`src/rtl/ship_mover.sv`:
```
// ---------------------------------------------------------------------------
// ship_mover
//
// Purpose:
//   Converts the debounced left/right button levels into a saturating
//   horizontal ship coordinate.  The ship only moves on frame-rate enable
//   ticks.  A press gives one immediate step.  Holding the button then
//   auto-repeats: the first repeat step comes REPEAT_DELAY ticks after the
//   press, and later steps follow every REPEAT_PERIOD ticks.
//
// Parameters:
//   X_WIDTH       width of the position coordinate
//   LEFT_LIMIT    minimum position
//   RIGHT_LIMIT   maximum position
//   RESET_POS     position after reset
//   STEP          positions moved per step
//   REPEAT_DELAY  ticks from the first step to the first repeat step
//   REPEAT_PERIOD ticks between repeat steps
//
// Ports:
//   i_clk_25MHz        in   pixel clock, rising-edge logic only
//   i_reset            in   asynchronous, active-low reset
//   i_left_debounced   in   left button level
//   i_right_debounced  in   right button level
//   i_enable           in   one-cycle frame tick; the design samples and
//                           advances only when this is high
//   o_ship_x           out  registered ship position
//   o_at_left          out  registered, high iff o_ship_x == LEFT_LIMIT
//   o_at_right         out  registered, high iff o_ship_x == RIGHT_LIMIT
//   o_moved            out  one-cycle pulse after a tick that changed x
// ---------------------------------------------------------------------------
module ship_mover #(
    parameter int X_WIDTH       = 5,
    parameter int LEFT_LIMIT    = 0,
    parameter int RIGHT_LIMIT   = 19,
    parameter int RESET_POS     = 5,
    parameter int STEP          = 1,
    parameter int REPEAT_DELAY  = 8,
    parameter int REPEAT_PERIOD = 2
) (
    input  logic               i_clk_25MHz,
    input  logic               i_reset,
    input  logic               i_left_debounced,
    input  logic               i_right_debounced,
    input  logic               i_enable,
    output logic [X_WIDTH-1:0] o_ship_x,
    output logic               o_at_left,
    output logic               o_at_right,
    output logic               o_moved
);

    // The tick counter must hold values up to max(REPEAT_DELAY, REPEAT_PERIOD)-1.
    localparam int MAX_TICKS = (REPEAT_DELAY > REPEAT_PERIOD) ? REPEAT_DELAY : REPEAT_PERIOD;
    localparam int CNT_WIDTH = $clog2(MAX_TICKS) + 1;

    // Limit comparisons use one extra bit so that x + STEP cannot wrap.
    // A step larger than the coordinate range always saturates, so STEP
    // is clamped to 2^X_WIDTH. This keeps every sum inside X_WIDTH+1 bits.
    localparam int XW1          = X_WIDTH + 1;
    localparam int POS_RANGE    = 1 << X_WIDTH;
    localparam int STEP_CLAMPED = (STEP > POS_RANGE) ? POS_RANGE : STEP;

    localparam logic [X_WIDTH:0]   LEFT_W  = XW1'(LEFT_LIMIT);
    localparam logic [X_WIDTH:0]   RIGHT_W = XW1'(RIGHT_LIMIT);
    localparam logic [X_WIDTH:0]   STEP_W  = XW1'(STEP_CLAMPED);

    localparam logic [X_WIDTH-1:0] LEFT_X  = X_WIDTH'(LEFT_LIMIT);
    localparam logic [X_WIDTH-1:0] RIGHT_X = X_WIDTH'(RIGHT_LIMIT);
    localparam logic [X_WIDTH-1:0] RESET_X = X_WIDTH'(RESET_POS);
    localparam logic [X_WIDTH-1:0] STEP_X  = X_WIDTH'(STEP_CLAMPED);

    localparam logic [CNT_WIDTH-1:0] DELAY_LAST  = CNT_WIDTH'(REPEAT_DELAY - 1);
    localparam logic [CNT_WIDTH-1:0] PERIOD_LAST = CNT_WIDTH'(REPEAT_PERIOD - 1);
    localparam logic [CNT_WIDTH-1:0] CNT_ONE     = CNT_WIDTH'(1);

    typedef enum logic [1:0] {
        IDLE,
        DELAY,
        REPEAT
    } state_t;

    typedef enum logic [1:0] {
        DIR_NONE,
        DIR_LEFT,
        DIR_RIGHT
    } dir_t;

    state_t                 state;
    state_t                 next_state;
    dir_t                   dir;
    dir_t                   last_dir;
    dir_t                   next_dir;
    logic [CNT_WIDTH-1:0]   cnt;
    logic [CNT_WIDTH-1:0]   next_cnt;
    logic                   take_step;

    logic [X_WIDTH:0]       x_ext;
    logic [X_WIDTH-1:0]     left_target;
    logic [X_WIDTH-1:0]     right_target;
    logic [X_WIDTH-1:0]     step_target;

    // Decode the button pair. When both buttons are held, the moves cancel
    // and the result is the same as when neither is pressed.
    always_comb begin
        dir = DIR_NONE;
        if (i_left_debounced && !i_right_debounced) begin
            dir = DIR_LEFT;
        end else if (i_right_debounced && !i_left_debounced) begin
            dir = DIR_RIGHT;
        end
    end

    // Saturating step targets. The comparisons run in X_WIDTH+1 bits. When
    // the subtraction or addition branch is taken, the result is known to
    // lie inside [LEFT_LIMIT, RIGHT_LIMIT], so X_WIDTH bits hold it exactly.
    always_comb begin
        x_ext = {1'b0, o_ship_x};

        if (x_ext < LEFT_W + STEP_W) begin
            left_target = LEFT_X;
        end else begin
            left_target = o_ship_x - STEP_X;
        end

        if (x_ext + STEP_W > RIGHT_W) begin
            right_target = RIGHT_X;
        end else begin
            right_target = o_ship_x + STEP_X;
        end

        step_target = (dir == DIR_LEFT) ? left_target : right_target;
    end

    // Auto-repeat decision for the current tick. A change of direction while
    // a button is held counts as a brand-new press. The counter restarts and
    // the new direction gets its immediate step.
    always_comb begin
        next_state = state;
        next_cnt   = cnt;
        next_dir   = last_dir;
        take_step  = 1'b0;

        if (dir == DIR_NONE) begin
            next_state = IDLE;
            next_cnt   = '0;
        end else if (state == IDLE || dir != last_dir) begin
            take_step  = 1'b1;
            next_dir   = dir;
            next_cnt   = '0;
            next_state = DELAY;
        end else if (state == DELAY) begin
            if (cnt == DELAY_LAST) begin
                take_step  = 1'b1;
                next_cnt   = '0;
                next_state = REPEAT;
            end else begin
                next_cnt = cnt + CNT_ONE;
            end
        end else begin
            if (cnt == PERIOD_LAST) begin
                take_step = 1'b1;
                next_cnt  = '0;
            end else begin
                next_cnt = cnt + CNT_ONE;
            end
        end
    end

    // State, counter, stored direction and all outputs are registered together.
    // The limit flags are derived from the new position, so they are always
    // consistent with o_ship_x. A step attempted at a limit still advances
    // the state machine but leaves x and o_moved unchanged.
    always_ff @(posedge i_clk_25MHz or negedge i_reset) begin
        if (!i_reset) begin
            state      <= IDLE;
            cnt        <= '0;
            last_dir   <= DIR_NONE;
            o_ship_x   <= RESET_X;
            o_at_left  <= (RESET_X == LEFT_X);
            o_at_right <= (RESET_X == RIGHT_X);
            o_moved    <= 1'b0;
        end else begin
            o_moved <= 1'b0;
            if (i_enable) begin
                state    <= next_state;
                cnt      <= next_cnt;
                last_dir <= next_dir;
                if (take_step) begin
                    o_ship_x   <= step_target;
                    o_at_left  <= (step_target == LEFT_X);
                    o_at_right <= (step_target == RIGHT_X);
                    o_moved    <= (step_target != o_ship_x);
                end
            end
        end
    end

endmodule

```
`config.mk`:
```
export PLATFORM = sky130hd
export DESIGN_NAME = ship_mover
export DESIGN_NICKNAME = d
export VERILOG_FILES = /design/src/rtl/ship_mover.sv
export SDC_FILE = /design/constraint.sdc
export NUM_CORES = 1
export LEC_CHECK = 0
export BUFFER_PORTS_ARGS = -buffer_cell sky130_fd_sc_hd__buf_2
export CORE_ASPECT_RATIO = 0.8
export CORE_MARGIN = 3
export CORE_UTILIZATION = 63
export DETAILED_ROUTE_END_ITERATION = 6
export PLACE_DENSITY = 0.84
export SYNTH_ARGS = -nofsm -noshare
export SYNTH_HDL_FRONTEND = slang
export SYNTH_SLANG_ARGS = --single-unit
export TNS_END_PERCENT = 5
```
`constraint.sdc`:
```
create_clock -name i_clk_25MHz -period 6.2 [get_ports i_clk_25MHz]
set_input_delay 0.93 -clock i_clk_25MHz [delete_from_list [all_inputs] [get_ports i_clk_25MHz]]
set_output_delay 0.93 -clock i_clk_25MHz [all_outputs]
set_load 0.02 [all_outputs]
```
**After elaboration in Yosys (flattened, before gate mapping)**

Index checks and enable logic that the tools add are counted.

- Logic and storage cells: 55
- Output and inout port bits: 8
- Input bits: 5
- Bits in registers: 16

- Mux-type cells: 21
- Bitwise gates (word level): 1
- Order comparisons: 2
- Reduce and logical (&&, ||, !) cells: 13
- Equal/unequal tests: 7
- Add/sub/neg operators: 4

Operators by type and width:

| cell | number |
|---|---|
| $mux 4 | 5 |
| $mux 5 | 3 |
| $mux 2 | 6 |
| $mux 1 | 7 |
| $add 5x1->6 const B | 1 |
| $gt 6x5->1 const B | 1 |
| $reduce_and 3->1 | 2 |
| $reduce_bool 3->1 | 2 |
| $add 5x1->5 const B | 1 |
| $eq 5x5->1 const B | 1 |
| $logic_not 5->1 | 1 |
| $lt 5x1->1 const B | 1 |
| $ne 5x5->1 | 1 |
| $sub 5x1->5 const B | 1 |
| $add 4x1->4 const B | 1 |
| $eq 2x1->1 const B | 2 |
| $eq 4x1->1 const B | 1 |
| $eq 4x3->1 const B | 1 |
| $logic_not 2->1 | 2 |
| $logic_and 1x1->1 | 2 |
| $logic_not 1->1 | 2 |
| $ne 2x2->1 | 1 |
| $reduce_and 2->1 | 1 |
| $logic_or 1x1->1 | 1 |
| $not 1->1 | 1 |

**Logic depth before layout (Yosys ltp)**

Gate-level depths: netlist of run 1.

- Depth in word-level cells: 10
- Gate-level depth with buffers: 9
- Depth with buffers taken out: 7

**Worst setup path before layout of run 1**

Ideal clock, no wire load.

- Kind: input to register
- Start point: in i_left_debounced
- End point: reg o_at_left
- Buffers on the path: 0
- Arrival time: 2.354 ns
- Data required time: 6.108 ns
- Setup slack: 3.754 ns
- Stages: 6
- Setup time: 0.092 ns
- Cells stage by stage: inv_1 > ha_1 > and2b_1 > inv_2 > or4_4 > o31ai_2

- Longest elaborated chain between the ends: 9
- Elaborated cells on any way between the ends: 14
- Those cells by class: 2 x eq/ne; 5 x mux; 7 x reduce/logical

Ends and longest elaborated chain:

| element | line | source |
|---|---|---|
| start: declaration | 43 | `input logic i_left_debounced,` |
| $logic_not 1->1 | 108 | `end else if (i_right_debounced && !i_left_debounced) begin` |
| $logic_and 1x1->1 | 108 |  |
| $mux 2 | 108 |  |
| $mux 2 (*) | 106 | `if (i_left_debounced && !i_right_debounced) begin` |
| $ne 2x2->1 | 146 | `end else if (state == IDLE \|\| dir != last_dir) begin` |
| $logic_or 1x1->1 | 146 |  |
| $mux 1 | 146 |  |
| $mux 1 | 143 | `if (dir == DIR_NONE) begin` |
| $reduce_and 2->1 (no line) | n/a |  |
| end signal: assignment | 179 | `o_at_left <= (RESET_X == LEFT_X);` |
| end signal: assignment | 190 | `o_at_left <= (step_target == LEFT_X);` |
| end: declaration | 47 | `output logic o_at_left,` |

Every way passes the cells marked *; elsewhere a longest branch is shown, timed or not.
A chain may end at the register's enable or synchronous reset.

**Worst setup path in the final report of run 1**

- Start point: in i_right_debounced
- End point: reg o_moved

- Longest elaborated chain between the ends: 9
- Elaborated cells on any way between the ends: 15
- Those cells by class: 3 x eq/ne; 7 x mux; 5 x reduce/logical

Ends and longest elaborated chain:

| element | line | source |
|---|---|---|
| start: declaration | 44 | `input logic i_right_debounced,` |
| $logic_not 1->1 (*) | 106 |  |
| $logic_and 1x1->1 (*) | 106 |  |
| $mux 2 (*) | 106 |  |
| named net dir[0] | 90 | `dir_t dir;` |
| parallel branches: the longest is 4 deep, another holds $mux 5 | n/a |  |
| $mux 1 (*) | 188 | `if (take_step) begin` |
| $mux 1 (*) | 184 | `if (i_enable) begin` |
| end signal: assignment | 192 | `o_moved <= (step_target != o_ship_x);` |
| end: declaration | 49 | `output logic o_moved` |

Mark *: on every way through the listed nets, which the timed path passes.

==> results of run 1 <==
## how the worst min path moves through the flow
stage | start | endpoint | slack [ns] | cells after the start
floorplan | last_dir[0] | last_dir[0] | 0.50 | 1
global placement | last_dir[0] | last_dir[0] | 0.51 | 1
detailed placement | last_dir[0] | last_dir[0] | 0.53 | 1
CTS | i_reset | o_at_right | 0.54 | 1
global route | i_reset | o_ship_x[4] | 0.54 | 1
finish | i_reset | cnt[1] | 0.53 | 1
## cell type report
| type | count | area (sq um) | share of cell area |
|---|---|---|---|
| Multi-Input combinational cell | 115 | 840 | 0.595 |
| Inverter | 11 | 41.3 | 0.0293 |
| Sequential cell | 16 | 403 | 0.286 |
| Timing Repair Buffer | 12 | 60.1 | 0.0426 |
| Clock buffer | 4 | 36.3 | 0.0257 |
| Tap cell | 24 | 30.0 | 0.0213 |
## per-stage QoR
| step | cell area (sq um) | util |
|---|---|---|
| after global placement | 1370 | 0.707 |
| after detailed placement | 1370 | 0.707 |
| final | 1410 | 0.725 |
| after global routing | 1410 | 0.725 |
| after floorplan | 1330 | - |
| after CTS | 1410 | 0.725 |
## Yosys cell counts, drive strengths merged (3+ instances only)
cell type / n / share of area
nor2b: 3 / 0.014
nor2: 9 / 0.025
a32oi: 3 / 0.020
buf: 7 / 0.033
a31oi: 3 / 0.014
mux2: 4 / 0.034
inv: 11 / 0.031
a21oi: 8 / 0.033
ha: 6 / 0.056
nand2: 10 / 0.030
xnor2: 4 / 0.026
nand2b: 3 / 0.014
o21ai: 11 / 0.041
a21o: 4 / 0.023
nor3: 3 / 0.011
dfrtp: 14 / 0.26
o31ai: 5 / 0.036
nor3b: 3 / 0.021
## logic make-up (layout without fill, tap and decap cells)
kind of cell	Yosys count	in the layout
compound gates	56	56
simple gates	43	43
buf+inv	19	27
flops	16	16
fa+ha+maj	6	6
mux	6	6
xor+xnor	4	4
## registers in the layout, summed over array words and instances, names as in the netlist
name / count
o_moved: 1
o_ship_x: 5
state: 2
cnt: 4
o_at_left: 1
last_dir: 2
o_at_right: 1
## critical path, stage by stage
cell       delay (ns)
buf_2            0.10
inv_1            0.04
ha_1             0.55
inv_1            0.25
o21ai_0          0.36
o32ai_1          0.12
a2111oi_0        0.39
a21oi_1          0.11
## layer usage
layer | vias up | global-route usage | wire length [um]
li1 | 575 | - | -
met2 | 86 | 0.383 | 1350
met1 | 589 | 0.404 | 1400
met3 | 8 | 0.0522 | 366
met4 | 0 | 0.0556 | 29
met5 | - | 0 | 0
## power by group through the flow
stage / sequential [mW] / combinational [mW] / clock, mW
2_1_floorplan: 0.194 / 0.293 / 0
4_1_cts: 0.212 / 0.359 / 0.0697
3_3_place_gp: 0.212 / 0.353 / 0
5_1_grt: 0.223 / 0.397 / 0.0752
3_5_place_dp: 0.215 / 0.357 / 0
6_report: 0.216 / 0.365 / 0.0701
==> summary.md, run 1 <==
| Metric | Value |
|---|---|
| Post-Route Setup TNS | `0 ns` |
| Post-synthesis instance total | `150` |
| DR WL/cell | `17.3 um` |
| FFs w/ async S/R, synth | `1.00` |
| Sequential Power Share | `0.331` |
| Static leakage | `0.592 nW` |
| Vias in the first global route | `1126` |
| Worst-case clock skew | `0.00980 ns` |
| R2r startpoint | `o_ship_x[0]` |
| Die width | `57.4 um` |
| Post-CTS sizing | `0` |
| Die Ht | `47.1 um` |
| Post-route minimum period | `2.72 ns` |
| Via count | `1258` |
| Ports | `13` |
| # fillers | `148` |
| Routability cong. | `0.940` |
| Antenna Nets Post-Route | `0` |
| Ys Warns | `0` |
| Worst setup EP type | `flip-flop` |
| P&R area growth vs syn | `5.92%` |
| Worst Slack Setup Final | `3.48 ns` |
| Sw power | `0.327 mW` |
| Dpl ws | `3.23 ns` |
| Post-Synthesis Net Count | `161` |
| WHS | `0.530 ns` |
| CTS Buffer Depth | `2` |
| Initial DRC Count | `75` |
| Fmax achieved | `368 MHz` |
| Total setup buffers inserted after CTS | `0` |
| DRC | `0` |
| Initial Util | `0.685` |
| EDFF count, synth | `0` |
| Via-to-Cell Ratio | `6.91` |
| Worst-skew pair later-pin latency | `0.29 ns` |
| Global-route wire length before repair | `5470 um` |
| Largest net degree at the start of global routing | `19` |
| Crit path required time | `6.36 ns` |
| CP startpoint | `i_right_debounced` |
| Final Non-Filler Cells | `182` |
| Worst-margin pin slew | `0.631 ns` |
| Initial antenna violation count | `0` |
| Clock Pin Slew Worst Setup and Hold Paths | `0.10 ns` |
| Dominant synthesized flop cell | `dfrtp_1` |
| # setup viols final | `0` |
| Largest family of logic cells by synthesized area | `compound AO/OA/AOI/OAI gates` |
| Ratio of cells with drive above 1 in the final layout | `0.234` |
| Clock power frac | `0.108` |
| Sink Count | `16` |
| Final nets | `170` |
| Hold Buf Count CTS | `0` |
| Startpoint types | `input port` |
| CTS tree | `yes` |
| R2r endpoint | `o_at_left` |
| Inst Count DP | `178` |
| Maximum VDD drop | `0.348 mV` |
| Hpwl dp | `2390 um` |
| Logic pwr share | `0.561` |
| Reg2reg setup slack | `3.82 ns` |
| ANT cells | `0` |
| Most frequent cells in the layout | `14 x dfrtp_1, 12 x buf_2, 10 x inv_1` |
| Die ar. | `0.00270 sq mm` |
| Internal Power | `0.323 mW` |
| Synthesized cell area | `0.00133 sq mm` |
| Worst reg2reg path depth | `6` |
| Max_slew headroom | `0.579` |
| Worst Path Max Fanout | `18` |
| Tot Pwr | `0.651 mW` |
| Yosys reg bits | `16` |
| Xor/xnor cell area share of the yosys netlist | `0.0263` |
| Compound-Gate Fraction of Synth Area | `0.315` |
| Site Rows | `14` |
| Number of CTS-inserted buffers | `3` |
| Simple-gate portion of the synthesized area | `0.184` |
| Mapped Avg Cell Area | `8.88 sq um` |
| Post-synthesis adder-cell area fraction | `0.0564` |
| RSZ-0062 raised after global routing | `no` |
| Netlist cell types | `58` |
| Post-Route WL | `3140 um` |
| Crit path to | `o_moved` |
| Max Slew Vio Count | `0` |
| Seq/Total Area, Yosys | `0.303` |
| Core ar. | `0.00194 sq mm` |
| Worst setup path class | `in -> reg` |
| GRT overflow | `0` |
| Max_cap viols | `0` |
| PortBufs | `12` |
| CTS H-tree lvls | `1` |
| Worst EP arrival | `2.87 ns` |
| Most common cell after layout, fill and taps aside | `dfrtp_1` |
| Clk root buf | `clkbuf_4` |
| Final count of hold timing violations | `0` |
| Sw frac | `0.503` |
| Status | `completed` |
| Power per Cell Area | `461 mW/mm^2` |
| Mux contribution to synthesized area | `0.0489` |
| Gr usage total | `0.263` |
| HP Class | `in -> async` |
| 1st-pass router iterations | `5` |
| Fin crit share | `0.438` |
No activity file was read; power rests on OpenSTA's default activity.
==> run 2: changes to the inputs <==
--- a/config.mk
+++ b/config.mk
@@ -8,9 +8,9 @@
 export BUFFER_PORTS_ARGS = -buffer_cell sky130_fd_sc_hd__buf_2
 export CORE_ASPECT_RATIO = 0.8
 export CORE_MARGIN = 3
-export CORE_UTILIZATION = 63
+export CORE_UTILIZATION = 58
 export DETAILED_ROUTE_END_ITERATION = 6
-export PLACE_DENSITY = 0.84
+export PLACE_DENSITY = 0.78
 export SYNTH_ARGS = -nofsm -noshare
 export SYNTH_HDL_FRONTEND = slang
 export SYNTH_SLANG_ARGS = --single-unit
==> constraint.sdc (replaced) <==
create_clock -name i_clk_25MHz -period 2.6 [get_ports i_clk_25MHz]
set_input_delay 0.39 -clock i_clk_25MHz [delete_from_list [all_inputs] [get_ports i_clk_25MHz]]
set_output_delay 0.39 -clock i_clk_25MHz [all_outputs]
set_load 0.02 [all_outputs]
==> run 2 against run 1 <==
Against the previous run: utilization is 1.4 points lower; sequential power is 130% higher; combinational power is 150% higher.
==> summary.md, run 2 (synthesis gave the netlist of run 1 again) <==
| Metric | Value |
|---|---|
| Status | `completed` |
| Crit-path leading delay family | `flip-flops` |
| Fin crit share | `0.923` |
| Worst setup EP type | `flip-flop` |
| Core ar. | `0.00201 sq mm (+3.6%)` |
| Ratio of cells with drive above 1 in the final layout | `0.241 (+0.00656)` |
| Crit path required time | `2.79 ns (-3.57 ns)` |
| RSZ-0062 raised after global routing | `no` |
| Max_slew headroom | `0.661 (+0.0817)` |
| Area of the multi-input gates | `840 sq um (unchanged)` |
| Total setup buffers inserted after CTS | `0 (unchanged)` |
| Worst EP arrival | `2.59 ns (-0.28 ns)` |
| Max reg flops | `5 (unchanged)` |
| # setup viols final | `0 (unchanged)` |
| Largest net degree at the start of global routing | `18 (-1)` |
| Routability cong. | `0.855 (-9.1%)` |
| DRC | `0 (unchanged)` |
| Startpoint types | `flip-flop` |
| Vias in the first global route | `1081 (-4.0%)` |
| PortBufs | `12 (unchanged)` |
| HP Class | `in -> reg` |
| Hpwl dp | `2330 um (-2.8%)` |
| Via count | `1222 (-2.9%)` |
| Clk root buf | `clkbuf_4` |
| GRT overflow | `0 (unchanged)` |
| Static leakage | `0.605 nW (+2.2%)` |
| Initial antenna violation count | `0 (unchanged)` |
| P&R area growth vs syn | `7.61%` |
| Final nets | `174 (+2.4%)` |
| Cell Chain, Critical Path | `ha_1 -> and2_1 -> a21o_2 -> o2bb2ai_2 -> or4_4 -> o31ai_2` |
| Final Cell Area | `0.00143 sq mm (+1.6%)` |
| Site Rows | `14 (unchanged)` |
| 1st-pass router iterations | `4 (-1)` |
| Die width | `59.6 um (+3.8%)` |
| CP bufs+invs | `0 (-3)` |
| Worst setup path class | `reg -> reg` |
| Post-route minimum period | `2.40 ns` |
| Post-Route WL | `3100 um (-1.3%)` |
| Via-to-Cell Ratio | `6.57 (-5.0%)` |
| Maximum VDD drop | `0.812 mV (+130%)` |
| Antenna Nets Post-Route | `0 (unchanged)` |
| DR WL/cell | `16.7 um (-3.4%)` |
| Final count of hold timing violations | `0 (unchanged)` |
| Initial Util | `0.661 (-0.0238)` |
| Die Ht | `48.9 um (+3.7%)` |
| Max stage delay cell, worst path | `dfstp_2` |
| Clock Pin Slew Worst Setup and Hold Paths | `0.09 ns (about the same)` |
| WHS | `0.401 ns (-0.129 ns)` |
| Worst Path Max Fanout | `15 (-3)` |
| Worst-case clock skew | `0.00565 ns (-0.00415 ns)` |
| Most frequent cells in the layout | `14 x dfrtp_1, 12 x buf_2, 10 x inv_1` |
| Post-CTS sizing | `0 (unchanged)` |
| Most flop-heavy register | `o_ship_x` |
| Sink Count | `16 (unchanged)` |
| Most common cell after layout, fill and taps aside | `dfrtp_1` |
| Placed Area | `0.00140 sq mm (+1.6%)` |
| Power per Cell Area | `1070 mW/mm^2 (+130%)` |
| CTS H-tree lvls | `1 (unchanged)` |
| Gr usage total | `0.228 (-0.0350)` |
| Inst Count DP | `181 (+1.7%)` |
| Number of CTS-inserted buffers | `3 (unchanged)` |
| Worst-skew pair later-pin latency | `0.29 ns (about the same)` |
| Global-route wire length before repair | `5200 um (-4.9%)` |
| Ports | `13 (unchanged)` |
| CTS Buffer Depth | `2 (unchanged)` |
| Final Non-Filler Cells | `186 (+2.2%)` |
| Worst-margin pin slew | `0.508 ns (-0.123 ns)` |
| Max_cap viols | `0 (unchanged)` |
| Post-Route Setup TNS | `0 ns (unchanged)` |
| Reg area | `403 sq um (unchanged)` |
| Die ar. | `0.00291 sq mm (+7.6%)` |
| Worst path max stage delay | `0.71 ns (+0.16 ns)` |
| Initial DRC Count | `87 (+16%)` |
| ANT cells | `0 (unchanged)` |
| Fmax achieved | `417 MHz` |
| CTS tree | `yes` |
| Max Slew Vio Count | `0 (unchanged)` |
| Regs by FF count | `o_ship_x: 5 flops, cnt: 4 flops` |
| # fillers | `160 (+8.1%)` |
| Final Util | `0.711 (-0.0140)` |
run 2: what timing repair did:
action	CTS	global route
endpoints found under the setup margin	0	0
hold endpoints to repair	0	8
hold buffers	0	1
run 2: worst paths after layout:
| path | slack, ns | startpoint | endpoint | cells past startpoint |
|---|---|---|---|---|
| worst max-delay path | 0.20 | o_ship_x[0] | o_at_left | 6 |
| worst min-delay path | 0.40 | i_enable | cnt[3] | 2 |
| worst max register to register | 0.20 | o_ship_x[0] | o_at_left | 6 |
| worst min register to register | 0.54 | last_dir[0] | last_dir[0] | 1 |
| max in group asynchronous | 1.76 | i_reset | o_ship_x[0] | 2 |
| min in group asynchronous | 0.53 | i_reset | cnt[3] | 2 |
run 2: layout make-up:
type / instances / area share
Sequential cell: 16 / 0.281
Tap cell: 24 / 0.0210
Multi-Input combinational cell: 115 / 0.586
Clock buffer: 4 / 0.0183
Inverter: 11 / 0.0288
Timing Repair Buffer: 16 / 0.0646
run 2: report_power, final:
part           switching [mW]  internal, mW  total (mW)
logic                   0.529         0.376       0.906
registers               0.171         0.324       0.495
clock network          0.0756        0.0596       0.135
total                   0.776         0.760        1.54
run 2: stage by stage:
stage               total power [mW]  setup slack, ns
floorplan                       1.16            0.541
global placement                1.36            0.299
detailed placement              1.38            0.257
CTS                             1.52            0.238
global route                    1.65           0.0908
finish                          1.54            0.201
run 2: per-layer routing:
| layer | vias to the layer above | part of all wire | global-route usage | wire, um |
|---|---|---|---|---|
| li1 | 590 | - | - | - |
| met1 | 571 | 0.49 | 0.370 | 1530 |
| met2 | 59 | 0.42 | 0.302 | 1300 |
| met3 | 2 | 0.085 | 0.0661 | 263 |
| met4 | 0 | 0.0029 | 0.0295 | 9 |
| met5 | - | 0 | 0 | 0 |
==> run 3: changes to the inputs <==
--- a/config.mk
+++ b/config.mk
@@ -5,11 +5,12 @@
 export SDC_FILE = /design/constraint.sdc
 export NUM_CORES = 1
 export LEC_CHECK = 0
-export BUFFER_PORTS_ARGS = -buffer_cell sky130_fd_sc_hd__buf_2
 export CORE_ASPECT_RATIO = 0.8
 export CORE_MARGIN = 3
-export CORE_UTILIZATION = 58
+export CORE_UTILIZATION = 62
 export DETAILED_ROUTE_END_ITERATION = 6
+export DONT_BUFFER_PORTS = 1
+export MAX_ROUTING_LAYER = met4
 export PLACE_DENSITY = 0.78
 export SYNTH_ARGS = -nofsm -noshare
 export SYNTH_HDL_FRONTEND = slang
==> run 3 against run 2 <==
Against the previous run: maximum frequency rose by 10%; clock skew rose by 0.0023 ns; sequential power fell by 6.7%; power rose by 0.46%; highest routed layer unchanged; largest power group unchanged; hold slack got worse by 0.23 ns; cell count fell by 4.8%; largest cell class unchanged; utilization rose by 0.50 points; final area fell by 1.9%; worst setup slack improved by 0.22 ns; sequential share of layout area rose by 0.55 points; register-to-register slack improved by 0.22 ns; first-iteration DRC count fell by 24%.
==> summary.md, run 3 (synthesis gave the netlist of run 1 again) <==
| Metric | Value |
|---|---|
| Via-to-Cell Ratio | `6.63 (+0.96%)` |
| Sink Count | `16 (unchanged)` |
| CTS Buffer Depth | `2 (unchanged)` |
| Die ar. | `0.00274 sq mm (-5.7%)` |
| Area of the multi-input gates | `840 sq um (unchanged)` |
| Post-Route Setup TNS | `0 ns (unchanged)` |
| P&R area growth vs syn | `5.55%` |
| RSZ-0062 raised after global routing | `no` |
| Max_cap viols | `0 (unchanged)` |
| Fin crit share | `0.838 (-0.0848)` |
| CTS tree | `yes` |
| Clock power frac | `0.106 (+0.018)` |
| Routability cong. | `0.931 (+8.9%)` |
| Max reg flops | `5 (unchanged)` |
| Via count | `1174 (-3.9%)` |
| Tot Pwr | `1.54 mW (+0.46%)` |
| Die width | `57.8 um (-3.0%)` |
| Largest net degree at the start of global routing | `17 (-1)` |
| Worst EP arrival | `2.33 ns (-0.26 ns)` |
| Worst-skew pair later-pin latency | `0.29 ns (about the same)` |
| HP Class | `in -> reg` |
| Clock Pin Slew Worst Setup and Hold Paths | `0.10 ns (about the same)` |
| Site Rows | `14 (unchanged)` |
| Sw frac | `0.497 (-0.00844)` |
| Clk root buf | `clkbuf_4` |
| Gr usage total | `0.249 (+0.0206)` |
| Post-Route WL | `3060 um (-1.2%)` |
| Number of CTS-inserted buffers | `3 (unchanged)` |
| PortBufs | `0 (-12)` |
| Initial DRC Count | `66 (-24%)` |
| Worst-case clock skew | `0.00794 ns (+0.00229 ns)` |
| Status | `completed` |
| Post-CTS sizing | `0 (unchanged)` |
| Power per Cell Area | `1100 mW/mm^2 (+2.4%)` |
| # setup viols final | `0 (unchanged)` |
| Most flop-heavy register | `o_ship_x` |
| Max_slew headroom | `0.527 (-0.134)` |
| DR WL/cell | `17.3 um (+3.8%)` |
| Vias in the first global route | `1025 (-5.2%)` |
| Fmax achieved | `459 MHz (+10%)` |
| Final Non-Filler Cells | `177 (-4.8%)` |
| Worst setup path class | `reg -> reg` |
| Static leakage | `0.572 nW (-5.4%)` |
| Reg area | `403 sq um (unchanged)` |
| Total setup buffers inserted after CTS | `0 (unchanged)` |
| Most common cell after layout, fill and taps aside | `dfrtp_1` |
| Worst-margin pin slew | `0.707 ns (+0.199 ns)` |
| CTS H-tree lvls | `1 (unchanged)` |
| Maximum VDD drop | `0.860 mV (+6.0%)` |
| Post-route minimum period | `2.18 ns (-0.220 ns)` |
| Startpoint types | `flip-flop` |
| Antenna Nets Post-Route | `0 (unchanged)` |
| Initial Util | `0.679 (+0.0177)` |
| # fillers | `147 (-8.1%)` |
| Hold Buf Count CTS | `1 (+1)` |
| Worst setup EP type | `flip-flop` |
| ANT cells | `0 (unchanged)` |
| Most frequent cells in the layout | `14 x dfrtp_1, 10 x inv_1, 9 x nor2_1, 9 x o21ai_0, 9 x nand2_1` |
| Crit path required time | `2.75 ns (-0.04 ns)` |
| 1st-pass router iterations | `4 (unchanged)` |
| Logic pwr share | `0.594 (+0.004)` |
| Sw power | `0.767 mW (-1.2%)` |
| Regs by FF count | `o_ship_x: 5 flops, cnt: 4 flops` |
| Worst Path Max Fanout | `7 (-8)` |
| Max Slew Vio Count | `0 (unchanged)` |
| Internal Power | `0.776 mW (+2.2%)` |
| Final count of hold timing violations | `0 (unchanged)` |
| DRC | `0 (unchanged)` |
| Hpwl dp | `2380 um (+2.3%)` |
| Ratio of cells with drive above 1 in the final layout | `0.203 (-0.0381)` |
| Core ar. | `0.00196 sq mm (-2.6%)` |
| Inst Count DP | `172 (-5.0%)` |
| Initial antenna violation count | `0 (unchanged)` |
| Global-route wire length before repair | `4960 um (-4.6%)` |
| Final nets | `165 (-5.2%)` |
| Die Ht | `47.4 um (-2.9%)` |
| Sequential Power Share | `0.299 (-0.023)` |
| GRT overflow | `0 (unchanged)` |
| Ports | `13 (unchanged)` |
run 3: power groups by stage:
stage               registers [mW]  clock network (mW)  logic, mW
floorplan                    0.461                   0      0.699
global placement             0.465                   0      0.885
detailed placement           0.467                   0      0.893
CTS                          0.462               0.165      0.900
global route                 0.479               0.176      0.995
finish                       0.462               0.164      0.917
run 3: final cells by class:
cell class | count | share of cell area
Sequential cell | 16 | 0.287
Timing Repair Buffer | 7 | 0.0392
Tap cell | 24 | 0.0214
Multi-Input combinational cell | 115 | 0.598
Clock buffer | 4 | 0.0258
Inverter | 11 | 0.0294
run 3: worst max-delay path, stage by stage (launching register included):
cell and delay, ns:
dfrtp_1 0.43, ha_1 0.30, and2_1 0.25, a2111oi_0 0.36, o21ai_0 0.11, a2111oi_0 0.46
a21oi_1 0.13
run 3: worst paths after layout:
path                       cells past startpoint   startpoint          end  slack [ns]
max in group asynchronous                      1      i_reset     state[0]        1.56
hold / removal                                 1     i_enable       cnt[3]        0.17
setup / recovery                               6  o_ship_x[1]      o_moved        0.42
hold reg to reg                                1  last_dir[1]  last_dir[1]        0.53
setup reg to reg                               6  o_ship_x[1]      o_moved        0.42
min in group asynchronous                      1      i_reset  o_ship_x[4]        0.58
run 3: metal layers:
metal,GRT usage,vias to the layer above,share of wire
met5,-,-,0
met4,0.0417,0,0.0029
met3,0.0728,2,0.082
met2,0.329,50,0.41
met1,0.373,557,0.51
li1,-,565,-
run 3: metrics by stage:
stage / utilization / hold slack [ns] / setup WS (ns) / instance area, sq um
2_1_floorplan: - / 0.0944 / 0.541 / 1330
3_3_place_gp: 0.693 / 0.0947 / 0.415 / 1360
3_5_place_dp: 0.693 / 0.0947 / 0.407 / 1360
4_1_cts: 0.716 / 0.176 / 0.449 / 1410
5_1_grt: 0.716 / 0.168 / 0.271 / 1410
6_report: 0.716 / 0.173 / 0.421 / 1410
